### config.mk
export PLATFORM = sky130hd
export DESIGN_NAME = bu_stage_sched
export DESIGN_NICKNAME = d
export VERILOG_FILES = /design/src/rtl/bu_ctrl_pkg.sv /design/src/rtl/bu_wb_delay.sv /design/src/rtl/bu_stage_sched.sv
export SDC_FILE = /design/constraint.sdc
export NUM_CORES = 1
export LEC_CHECK = 0
export ABC_AREA = 0
export ABC_CLOCK_PERIOD_IN_PS = 6820
export CAP_MARGIN = 20
export CORE_MARGIN = 10
export CORE_UTILIZATION = 50
export DETAILED_ROUTE_END_ITERATION = 8
export PLACE_DENSITY = 0.72
export SLEW_MARGIN = 5
export SYNTH_ARGS = -nofsm -noshare
export SYNTH_HDL_FRONTEND = slang
export SYNTH_SLANG_ARGS = --single-unit
### constraint.sdc
create_clock -name clk_i -period 6.82 [get_ports clk_i]
set_input_delay 1.364 -clock clk_i [delete_from_list [all_inputs] [get_ports clk_i]]
set_output_delay 1.364 -clock clk_i [all_outputs]
set_load 0.02 [all_outputs]
### src/rtl/bu_ctrl_pkg.sv
// Shared types and address generation for the NTT/INTT butterfly sequencer.
package bu_ctrl_pkg;

  localparam int BU_N        = 256;
  localparam int BU_LOG_N    = 8;
  localparam int BU_AW       = 8;
  localparam int BU_PIPE_LAT = 2;

  typedef enum logic [1:0] {
    IDLE  = 2'd0,
    RUN   = 2'd1,
    DRAIN = 2'd2,
    DONE  = 2'd3
  } bu_state_e;

  // One butterfly: coefficient pair (j, j+len) and its zeta-ROM index.
  typedef struct packed {
    logic [BU_AW-1:0] addr_a;
    logic [BU_AW-1:0] addr_b;
    logic [BU_AW-1:0] zeta;
  } bu_addr_t;

  // Address pair and zeta index of butterfly b in stage s.
  // fwd=1: len halves per stage (N/2 .. 1), zeta climbs 1..N-1.
  // fwd=0: len doubles per stage (1 .. N/2), zeta falls N-1..1.
  // Arithmetic is done in 32 bits and truncated to BU_AW on return, so it
  // serves transforms of up to 2**BU_AW points.
  function automatic bu_addr_t bu_addr_gen(input logic [31:0] s,
                                           input logic [31:0] b,
                                           input logic        fwd,
                                           input logic [31:0] log_n);
    logic [31:0] m;
    logic [31:0] len;
    logic [31:0] g;
    logic [31:0] j;
    logic [31:0] z;
    bu_addr_t    r;
    m   = fwd ? (log_n - 32'd1 - s) : s;
    len = 32'd1 << m;
    g   = b >> m;
    j   = (g << (m + 32'd1)) | (b & (len - 32'd1));
    z   = fwd ? ((32'd1 << s) + g) : (((32'd1 << log_n) >> s) - 32'd1 - g);
    r.addr_a = j[BU_AW-1:0];
    r.addr_b = 32'(j + len) & ((32'd1 << BU_AW) - 32'd1);
    r.zeta   = z[BU_AW-1:0];
    return r;
  endfunction

endpackage

### src/rtl/bu_wb_delay.sv
// Write-back delay line: carries (valid, addr_a, addr_b) DEPTH cycles so the
// write strobe lines up with the butterfly result. Cleared asynchronously.
module bu_wb_delay #(
  parameter int AW    = 8,
  parameter int DEPTH = 2
) (
  input  logic          clk_i,
  input  logic          reset_ni,
  input  logic          valid_i,
  input  logic [AW-1:0] addr_a_i,
  input  logic [AW-1:0] addr_b_i,
  output logic          valid_o,
  output logic [AW-1:0] addr_a_o,
  output logic [AW-1:0] addr_b_o
);

  logic [DEPTH-1:0] valid_q;
  logic [AW-1:0]    addr_a_q [DEPTH];
  logic [AW-1:0]    addr_b_q [DEPTH];

  // Shift every cycle; a reset drops all in-flight writes.
  always_ff @(posedge clk_i or negedge reset_ni) begin
    if (!reset_ni) begin
      for (int i = 0; i < DEPTH; i++) begin
        valid_q[i]  <= 1'b0;
        addr_a_q[i] <= '0;
        addr_b_q[i] <= '0;
      end
    end else begin
      valid_q[0]  <= valid_i;
      addr_a_q[0] <= addr_a_i;
      addr_b_q[0] <= addr_b_i;
      for (int i = 1; i < DEPTH; i++) begin
        valid_q[i]  <= valid_q[i-1];
        addr_a_q[i] <= addr_a_q[i-1];
        addr_b_q[i] <= addr_b_q[i-1];
      end
    end
  end

  assign valid_o  = valid_q[DEPTH-1];
  assign addr_a_o = addr_a_q[DEPTH-1];
  assign addr_b_o = addr_b_q[DEPTH-1];

endmodule

### src/rtl/bu_stage_sched.sv
// Butterfly stage sequencer for a radix-2 NTT/INTT: walks LOG_N stages of
// N/2 butterflies, one per cycle, then drains the pipeline before each next
// stage so a read never overtakes the previous stage's last write.
//
// Handshake: start_i is a level sampled only in IDLE; a sampled start begins a
// transform and further start_i is ignored until IDLE is re-entered. done_o is
// a one-cycle pulse in the DONE cycle; busy_o is high from the first read
// cycle through DONE. The RAM and BU have no back-pressure: rd_en_o and
// wr_en_o are one-cycle strobes that are always accepted.
module bu_stage_sched
  import bu_ctrl_pkg::*;
#(
  parameter int N        = BU_N,
  parameter int LOG_N    = BU_LOG_N,
  parameter int AW       = BU_AW,
  parameter int PIPE_LAT = BU_PIPE_LAT,
  localparam int SW      = (LOG_N > 1) ? $clog2(LOG_N) : 1
) (
  input  logic            clk_i,
  input  logic            reset_ni,
  input  logic            start_i,
  input  logic            mode_i,
  output logic            busy_o,
  output logic            done_o,
  output logic            is_gs_bu_o,
  output logic            rd_en_o,
  output logic [AW-1:0]   rd_addr_a_o,
  output logic [AW-1:0]   rd_addr_b_o,
  output logic [AW-1:0]   zeta_addr_o,
  output logic            wr_en_o,
  output logic [AW-1:0]   wr_addr_a_o,
  output logic [AW-1:0]   wr_addr_b_o,
  output logic [SW-1:0]   stage_o,
  output bu_state_e       dbg_state_o
);

  localparam int BW = (N > 4) ? $clog2(N/2) : 1;
  localparam int DW = (PIPE_LAT > 1) ? $clog2(PIPE_LAT) : 1;
  localparam logic [BW-1:0] B_LAST = BW'(N/2 - 1);
  localparam logic [SW-1:0] S_LAST = SW'(LOG_N - 1);
  localparam logic [DW-1:0] D_LAST = DW'(PIPE_LAT - 1);

  bu_state_e     state_q;
  logic [SW-1:0] s_q;
  logic [BW-1:0] b_q;
  logic [DW-1:0] d_q;
  logic          mode_q;
  logic          busy_q;
  logic          done_q;
  logic          rd_en_q;
  logic [AW-1:0] rd_a_q;
  logic [AW-1:0] rd_b_q;
  logic [AW-1:0] zeta_q;

  logic [SW-1:0] gen_s;
  logic [BW-1:0] gen_b;
  logic          gen_fwd;
  bu_addr_t      nxt;

  // Butterfly that will be issued at the next edge, if any: the first of a
  // transform (IDLE), the first of the next stage (DRAIN) or the next in the
  // current stage (RUN).
  always_comb begin
    gen_s   = s_q;
    gen_b   = b_q + BW'(1);
    gen_fwd = mode_q;
    if (state_q == IDLE) begin
      gen_s   = '0;
      gen_b   = '0;
      gen_fwd = mode_i;
    end else if (state_q == DRAIN) begin
      gen_s = s_q + SW'(1);
      gen_b = '0;
    end
  end

  assign nxt = bu_addr_gen(32'(gen_s), 32'(gen_b), gen_fwd, 32'(LOG_N));

  // Sequencer FSM with registered read-side outputs.
  always_ff @(posedge clk_i or negedge reset_ni) begin
    if (!reset_ni) begin
      state_q <= IDLE;
      s_q     <= '0;
      b_q     <= '0;
      d_q     <= '0;
      mode_q  <= 1'b0;
      busy_q  <= 1'b0;
      done_q  <= 1'b0;
      rd_en_q <= 1'b0;
      rd_a_q  <= '0;
      rd_b_q  <= '0;
      zeta_q  <= '0;
    end else begin
      done_q  <= 1'b0;
      rd_en_q <= 1'b0;
      case (state_q)
        IDLE: begin
          if (start_i) begin
            state_q <= RUN;
            mode_q  <= mode_i;
            s_q     <= '0;
            b_q     <= '0;
            busy_q  <= 1'b1;
            rd_en_q <= 1'b1;
            rd_a_q  <= AW'(nxt.addr_a);
            rd_b_q  <= AW'(nxt.addr_b);
            zeta_q  <= AW'(nxt.zeta);
          end
        end
        RUN: begin
          if (b_q == B_LAST) begin
            state_q <= DRAIN;
            d_q     <= '0;
          end else begin
            b_q     <= gen_b;
            rd_en_q <= 1'b1;
            rd_a_q  <= AW'(nxt.addr_a);
            rd_b_q  <= AW'(nxt.addr_b);
            zeta_q  <= AW'(nxt.zeta);
          end
        end
        DRAIN: begin
          if (d_q == D_LAST) begin
            if (s_q == S_LAST) begin
              state_q <= DONE;
              done_q  <= 1'b1;
            end else begin
              state_q <= RUN;
              s_q     <= gen_s;
              b_q     <= '0;
              rd_en_q <= 1'b1;
              rd_a_q  <= AW'(nxt.addr_a);
              rd_b_q  <= AW'(nxt.addr_b);
              zeta_q  <= AW'(nxt.zeta);
            end
          end else begin
            d_q <= d_q + DW'(1);
          end
        end
        DONE: begin
          state_q <= IDLE;
          busy_q  <= 1'b0;
          s_q     <= '0;
        end
        default: state_q <= IDLE;
      endcase
    end
  end

  bu_wb_delay #(
    .AW    (AW),
    .DEPTH (PIPE_LAT)
  ) u_wb_delay (
    .clk_i    (clk_i),
    .reset_ni (reset_ni),
    .valid_i  (rd_en_q),
    .addr_a_i (rd_a_q),
    .addr_b_i (rd_b_q),
    .valid_o  (wr_en_o),
    .addr_a_o (wr_addr_a_o),
    .addr_b_o (wr_addr_b_o)
  );

  assign busy_o      = busy_q;
  assign done_o      = done_q;
  assign is_gs_bu_o  = mode_q;
  assign rd_en_o     = rd_en_q;
  assign rd_addr_a_o = rd_a_q;
  assign rd_addr_b_o = rd_b_q;
  assign zeta_addr_o = zeta_q;
  assign stage_o     = s_q;
  assign dbg_state_o = state_q;

endmodule

==> out/metrics.csv, run 1 <==
metric,value,unit
status,finished clean,
asr flop ratio synth,1.00,
"Avg Cell Area, Syn",9.24,um^2
DRC,0,
DR vias,3794,
Pre-antenna DRT Iters,5,
RSZ-0062 raised after global routing,no,
setup_tns,0,ns
"most used cell, CP",ha_1,
Post-synth EDFFs,0,
Final WS setup,1.24,ns
slowest CP cell,ha_1,
cts repair resizes,0,
Post-Place Setup Slack,0.905,ns
crit-path cells,clkdlybuf4s50_1 > nor2_1 > a211oi_1 > a21oi_1 > inv_1 > ha_1 > ha_1 > nand2b_1 > nand2b_1 > o32ai_1 > ha_1 > a21o_1 > a21oi_1 > o21ai_0 > o41ai_1 > xnor2_1 > or3_1 > o32a_1 > nand4_1,
final instance area,0.00554,mm^2
CP required,7.10,ns
maximum vdd drop,0.0952,mV
sequential share of the synthesized area,0.391,
Antenna Violating Nets Remaining,0,
drt initial violations,215,
total power,0.912,mW
syn nets,556,
crit start category,input port,
"Primary FF master, synth",dfrtp_1,
Num CTS Buffers,9,
Starting Density,0.516,
Post-CTS Setup Bufs,0,
post-detail-place hpwl,8.49,mm
wire length per cell,16.7,um
Leak Pwr,2.41,nW
proportion of layout cells with a drive suffix above 1,0.0800,
Worst Setup SP,mode_i,
CTS tree,yes,
global placement routability congestion,0.858,
largest net degree at the start of global routing,76,
placed cell area,0.00527,mm^2
Layout Area Growth over Synthesis,15.6,%
worst hold-check path type,reg -> reg,
endpoints failing setup,0,
Mapped Area,0.00479,mm^2
worst reg2reg endpoint,rd_addr_b_o[7]$_DFFE_PN0P_,
Buffers on Ports,53,
gr usage total,0.165,
Top Ports,54,
Crit path largest cell delay,0.53,ns
Syn Inst Count,519,
clock tree buffer depth,2,
total power divided by cell area,165,mW/mm^2
Crit Path Class,in -> reg,
remaining global-route overflow,0,
clk_lat worst skew,0.36,ns
worst-path fanout max,11,
H-tree Lvls,3,
Max Clock Skew,0.0174,ns
RR Startpoint,stage_o[1]$_DFFE_PN0P_,
NumNets Final,583,
"Clk pin slew, worst setup/hold paths",0.08,ns
Clock Tree Root,clkbuf_8,
max frequency,179,MHz
Worst Max-Slew Pin Slew,1.06,ns
critical path endpoint,rd_addr_b_o[7]$_DFFE_PN0P_,
DR vias/cell,5.59,
Syn. warnings,0,
Worst path top cell family by delay,compound AO/OA/AOI/OAI gates,
crit path DAT,5.86,ns
Buf/Inv on CP,2,
max-slew violation count,0,
Row Count,35,
clock sinks,75,
reg2reg path depth,19,
height of the die,118,um
die width,118,um
vias in the first global route,3860,
r2r setup slk,1.48,ns
Worst path depth,19,
Die Area,0.0139,mm^2
max_cap viols,0,
antenna violations before repair,0,
area of the core,0.00928,mm^2
Critical Path Sink Type,flip-flop,
ANT cells,0,
Cell variety after synth,68,
minimum clock period,5.58,ns
global-route wire length before repair,19.3,mm
Tcrit/Tclk final,0.819,
Post-Route WL,11.3,mm
Max transition margin,0.292,
fillers,844,
"FF+latch count, synth",75,
CTS Hold Bufs,0,
Hold Fails Final Rpt,0,
metal layers:
layer	share of wire	up-vias	track usage
met5	0	-	0
met4	0.026	0	0.0649
met3	0.059	27	0.0504
met2	0.47	115	0.266
met1	0.44	1781	0.202
li1	-	1871	-
Yosys cell counts, drive strengths merged (3+ instances only):
master	number	area (um^2)
inv	25	93.8
nor2b	6	37.5
mux2i	4	40.0
o31ai	5	47.5
a31oi	9	56.3
buf	23	163
dfrtp	75	1880
o21ai	31	155
nand4	3	18.8
mux2	9	105
clkbuf	17	63.8
nand2b	10	62.6
xnor2	15	146
nand3	17	90.1
nor3	8	40.0
o22ai	4	25.0
ha	30	375
xor2	17	156
o211ai	5	37.5
and3	3	18.8
nor2	48	180
o21bai	4	30.0
o32ai	3	26.3
or3	9	61.3
a21o	8	67.6
a211oi	6	50.1
a21oi	35	175
a311oi	3	26.3
and2	7	46.3
nand2	47	176
fa	3	60.1
flip-flops by register name, summed over array words and instances, names as in the netlist, 3 cells and up:
name                 flops
rd_addr_b_o              8
u_wb_delay.addr_b_q      8
b_q                      7
rd_addr_a_o              8
u_wb_delay.addr_b_o      8
zeta_addr_o              8
stage_o                  3
u_wb_delay.addr_a_q      8
u_wb_delay.addr_a_o      8
cell type report:
cell class                 instances  area (um^2)  area share
inverter                          26          110      0.0199
multi-input combinational        378         2580       0.466
clock inverter                     6          138      0.0248
tap                              129          161      0.0291
sequential                        75         1880       0.339
clock buffer                       9          124      0.0224
timing repair buffer              56          551      0.0993
power by group:
group / switching [mW] / internal, mW
sequential: 0.000235 / 0.445
combinational: 0.00953 / 0.00246
clock: 0.175 / 0.280
total: 0.185 / 0.727
layout by cell type, fill, tap and decap left out, drive strengths merged, types with 3 or more instances in the layout:
master	instances
nor3	8
a31oi	9
ha	30
and3	3
inv	26
a311oi	3
nand2	47
dfrtp	75
bufinv	4
o31ai	5
clkbuf	9
o21ai	31
clkdlybuf4s50	52
fa	3
nand2b	10
nand4	3
xor2	17
mux2	9
and2	7
nor2	48
a211oi	6
mux2i	4
nand3	17
buf	4
a21oi	35
xnor2	15
a21o	8
or3	9
o211ai	5
o21bai	4
o32ai	3
o22ai	4
nor2b	6
per-stage QoR:
stage               utilization  hold WS, ns  instances
CTS                       0.596        0.351        678
detailed placement        0.568        0.336        663
global route              0.597        0.356        679
floorplan                     -        0.331        519
global placement          0.568        0.331        663
finish                    0.597        0.351        679
worst min path at each step:
stage / depth (start not counted) / from / slack (ns) / endpoint
2_1_floorplan: 0 / u_wb_delay.addr_a_q[8]$_DFF_PN0_ / 0.33 / u_wb_delay.addr_a_o[0]$_DFF_PN0_
3_3_place_gp: 0 / u_wb_delay.addr_a_q[8]$_DFF_PN0_ / 0.33 / u_wb_delay.addr_a_o[0]$_DFF_PN0_
3_5_place_dp: 0 / u_wb_delay.addr_a_q[12]$_DFF_PN0_ / 0.34 / u_wb_delay.addr_a_o[4]$_DFF_PN0_
4_1_cts: 0 / u_wb_delay.addr_a_q[15]$_DFF_PN0_ / 0.35 / u_wb_delay.addr_a_o[7]$_DFF_PN0_
5_1_grt: 0 / u_wb_delay.addr_a_q[11]$_DFF_PN0_ / 0.36 / u_wb_delay.addr_a_o[3]$_DFF_PN0_
6_report: 0 / u_wb_delay.addr_a_q[15]$_DFF_PN0_ / 0.35 / u_wb_delay.addr_a_o[7]$_DFF_PN0_
logic make-up (layout without fill, tap and decap cells):
| family | after synthesis | in the layout | share of synthesized area |
|---|---|---|---|
| adder cells (fa/ha/maj) | 33 | 33 | 0.0908 |
| flip-flops | 75 | 75 | 0.391 |
| AND/OR/NAND/NOR | 166 | 166 | 0.165 |
| AO/OA/AOI/OAI | 134 | 134 | 0.189 |
| multiplexers | 13 | 13 | 0.0303 |
| buffers and inverters | 66 | 97 | 0.0702 |
| XOR/XNOR | 32 | 32 | 0.0632 |
No activity file was read; power rests on OpenSTA's default activity.
==> inputs of run 2 (changes only) <==
ABC_CLOCK_PERIOD_IN_PS = 5100   (was 6820)
PLACE_DENSITY = 0.75   (was 0.72)
clock period = 5.1 ns   (was 6.82 ns; I/O delays follow)
==> run 2 against run 1 <==
Against the previous run:
- count of clock-buffer cells in the layout unchanged
- global-route usage grew 0.32 points
- critical path depth is 1 higher
- design area is 2.4% higher
- register-to-register slack lost 0.90 ns
- core utilization increased by 1.4 points
- power grew 28%
- clock power increased by 22%
- highest routed layer unchanged
==> out/metrics.csv, run 2 (synthesis gave the netlist of run 1 again) <==
metric,value,unit
status,finished clean,
maximum vdd drop,0.148,mV
r2r setup slk,0.58,ns
clock tree buffer depth,2,
post-detail-place hpwl,8.72,mm
Cells after DPL,684,
area of the core,0.00928,mm^2
Post-Place Setup Slack,0.0170,ns
"Clk pin slew, worst setup/hold paths",0.08,ns
Worst Setup SP,mode_i,
worst hold-check path type,reg -> reg,
RSZ-0062 raised after global routing,no,
Max transition margin,0.350,
Max Clock Skew,0.0174,ns
Tcrit/Tclk final,0.928,
Hold WS,0.344,ns
hold path startpoint,u_wb_delay.addr_b_q[13]$_DFF_PN0_,
reg2reg path depth,17,
clock sinks,75,
Psw,0.246,mW
Leak Pwr,2.51,nW
crit path DAT,5.02,ns
sw frac,0.210,
total power divided by cell area,206,mW/mm^2
max frequency,211,MHz
cts repair resizes,0,
DRC,0,
vias in the first global route,3954,
Sequential Power Share,0.509,
combinational fraction of design power,0.014,
Hold Fails Final Rpt,0,
Worst Hold End,u_wb_delay.addr_b_o[5]$_DFF_PN0_,
hold depth,0,
RR Startpoint,is_gs_bu_o$_DFFE_PN0P_,
height of the die,118,um
CTS Hold Bufs,0,
Crit Path Class,in -> reg,
clk_lat worst skew,0.36,ns
"most used cell, CP",ha_1,
Critical Path Sink Type,flip-flop,
gr usage total,0.169,
Pre-antenna DRT Iters,5,
Final WS setup,0.367,ns
Starting Density,0.516,
max-slew violation count,0,
most frequent cells in the layout,"dfrtp_1 (75), clkdlybuf4s50_1 (52), nor2_1 (48), nand2_1 (47), a21oi_1 (35)",
worst reg2reg endpoint,rd_addr_b_o[7]$_DFFE_PN0P_,
Top Ports,54,
remaining global-route overflow,0,
"most common cell after layout, fill and taps aside",dfrtp_1,
Num CTS Buffers,9,
largest net degree at the start of global routing,76,
crit start category,input port,
internal power,0.922,mW
endpoints failing setup,0,
setup_tns,0,ns
minimum clock period,4.73,ns
crit-path cells,clkdlybuf4s50_1 > nor2_1 > a211oi_1 > a21oi_1 > inv_1 > ha_1 > ha_1 > nand2b_1 > a21oi_1 > xnor2_1 > o2bb2ai_1 > nand4b_1 > ha_1 > nand2_1 > o21ai_0 > o41ai_1 > xnor2_1 > or3_1 > o32a_1 > nand4_1,
CP required,5.38,ns
Crit path largest cell delay,0.45,ns
CTS tree,yes,
Clock Tree Root,clkbuf_8,
DR vias/cell,5.58,
drt initial violations,327,
slowest CP cell,clkdlybuf4s50_1,
Post-CTS Setup Bufs,0,
clock share of power,0.477,
Post-Route WL,11.6,mm
NumNets Final,604,
Buffers on Ports,53,
proportion of layout cells with a drive suffix above 1,0.114,
H-tree Lvls,3,
final std cells w/o fill,700,
antenna violations before repair,0,
worst-path fanout max,4,
Die Area,0.0139,mm^2
Row Count,35,
Antenna Violating Nets Remaining,0,
max_cap viols,0,
DR vias,3903,
global placement routability congestion,0.896,
global-route wire length before repair,19.7,mm
Worst Max-Slew Pin Slew,0.973,ns
die width,118,um
Layout Area Growth over Synthesis,18.3,%
ANT cells,0,
wire length per cell,16.6,um
## run 2: changes by cell type in the layout (fill, tap and decap cells not counted)
cell and change:
clkinv_2 +1, bufinv_16 -1, buf_4 +21
## run 2: per-layer routing
layer	up-vias	GRT usage	share of wire	routed length, um
li1	1904	-	-	-
met3	27	0.0393	0.054	628
met1	1859	0.205	0.45	5260
met5	-	0	0	0
met2	113	0.284	0.47	5440
met4	0	0.0587	0.024	279
## run 2: final cells by class
| class | count | area [um^2] |
|---|---|---|
| fill | 813 | 3610 |
| sequential | 75 | 1880 |
| multi-input combinational | 378 | 2580 |
| timing repair buffer | 77 | 708 |
| tap | 129 | 161 |
| clock inverter | 6 | 113 |
| clock buffer | 9 | 124 |
| inverter | 26 | 110 |
## run 2: how the worst max path moves through the flow
stage / to / slack (ns) / cells past startpoint
after floorplan: rd_addr_b_o[7]$_DFFE_PN0P_ / 0.68 / 17
after global placement: rd_addr_b_o[7]$_DFFE_PN0P_ / 0.10 / 19
after detailed placement: rd_addr_b_o[7]$_DFFE_PN0P_ / 0.02 / 19
after CTS: rd_addr_b_o[7]$_DFFE_PN0P_ / 0.38 / 19
after global routing: rd_addr_b_o[7]$_DFFE_PN0P_ / 0.02 / 21
final: rd_addr_b_o[7]$_DFFE_PN0P_ / 0.37 / 20
## run 2: critical path: cells and delay by family
kind	cells	cell delay, ns
buffers and inverters	2	0.56
xor gates and xnor gates	2	0.27
AOI/OAI and AO/OA	7	1.30
and+or+nand+nor	6	1.06
adders and majority gates	3	0.82
## run 2: power groups by stage
| stage | logic, mW | registers [mW] | clock network [mW] |
|---|---|---|---|
| floorplan | 0.00149 | 0.607 | 0 |
| global placement | 0.0167 | 0.607 | 0 |
| detailed placement | 0.0169 | 0.607 | 0 |
| CTS | 0.0169 | 0.595 | 0.569 |
| global route | 0.0191 | 0.595 | 0.596 |
| finish | 0.0160 | 0.595 | 0.557 |
## run 2: metrics by stage
step | power (mW) | utilization | cell area, um^2
2_1_floorplan | 0.609 | - | 4790
3_3_place_gp | 0.623 | 0.585 | 5430
3_5_place_dp | 0.624 | 0.585 | 5430
4_1_cts | 1.18 | 0.610 | 5670
5_1_grt | 1.21 | 0.611 | 5670
6_report | 1.17 | 0.611 | 5670
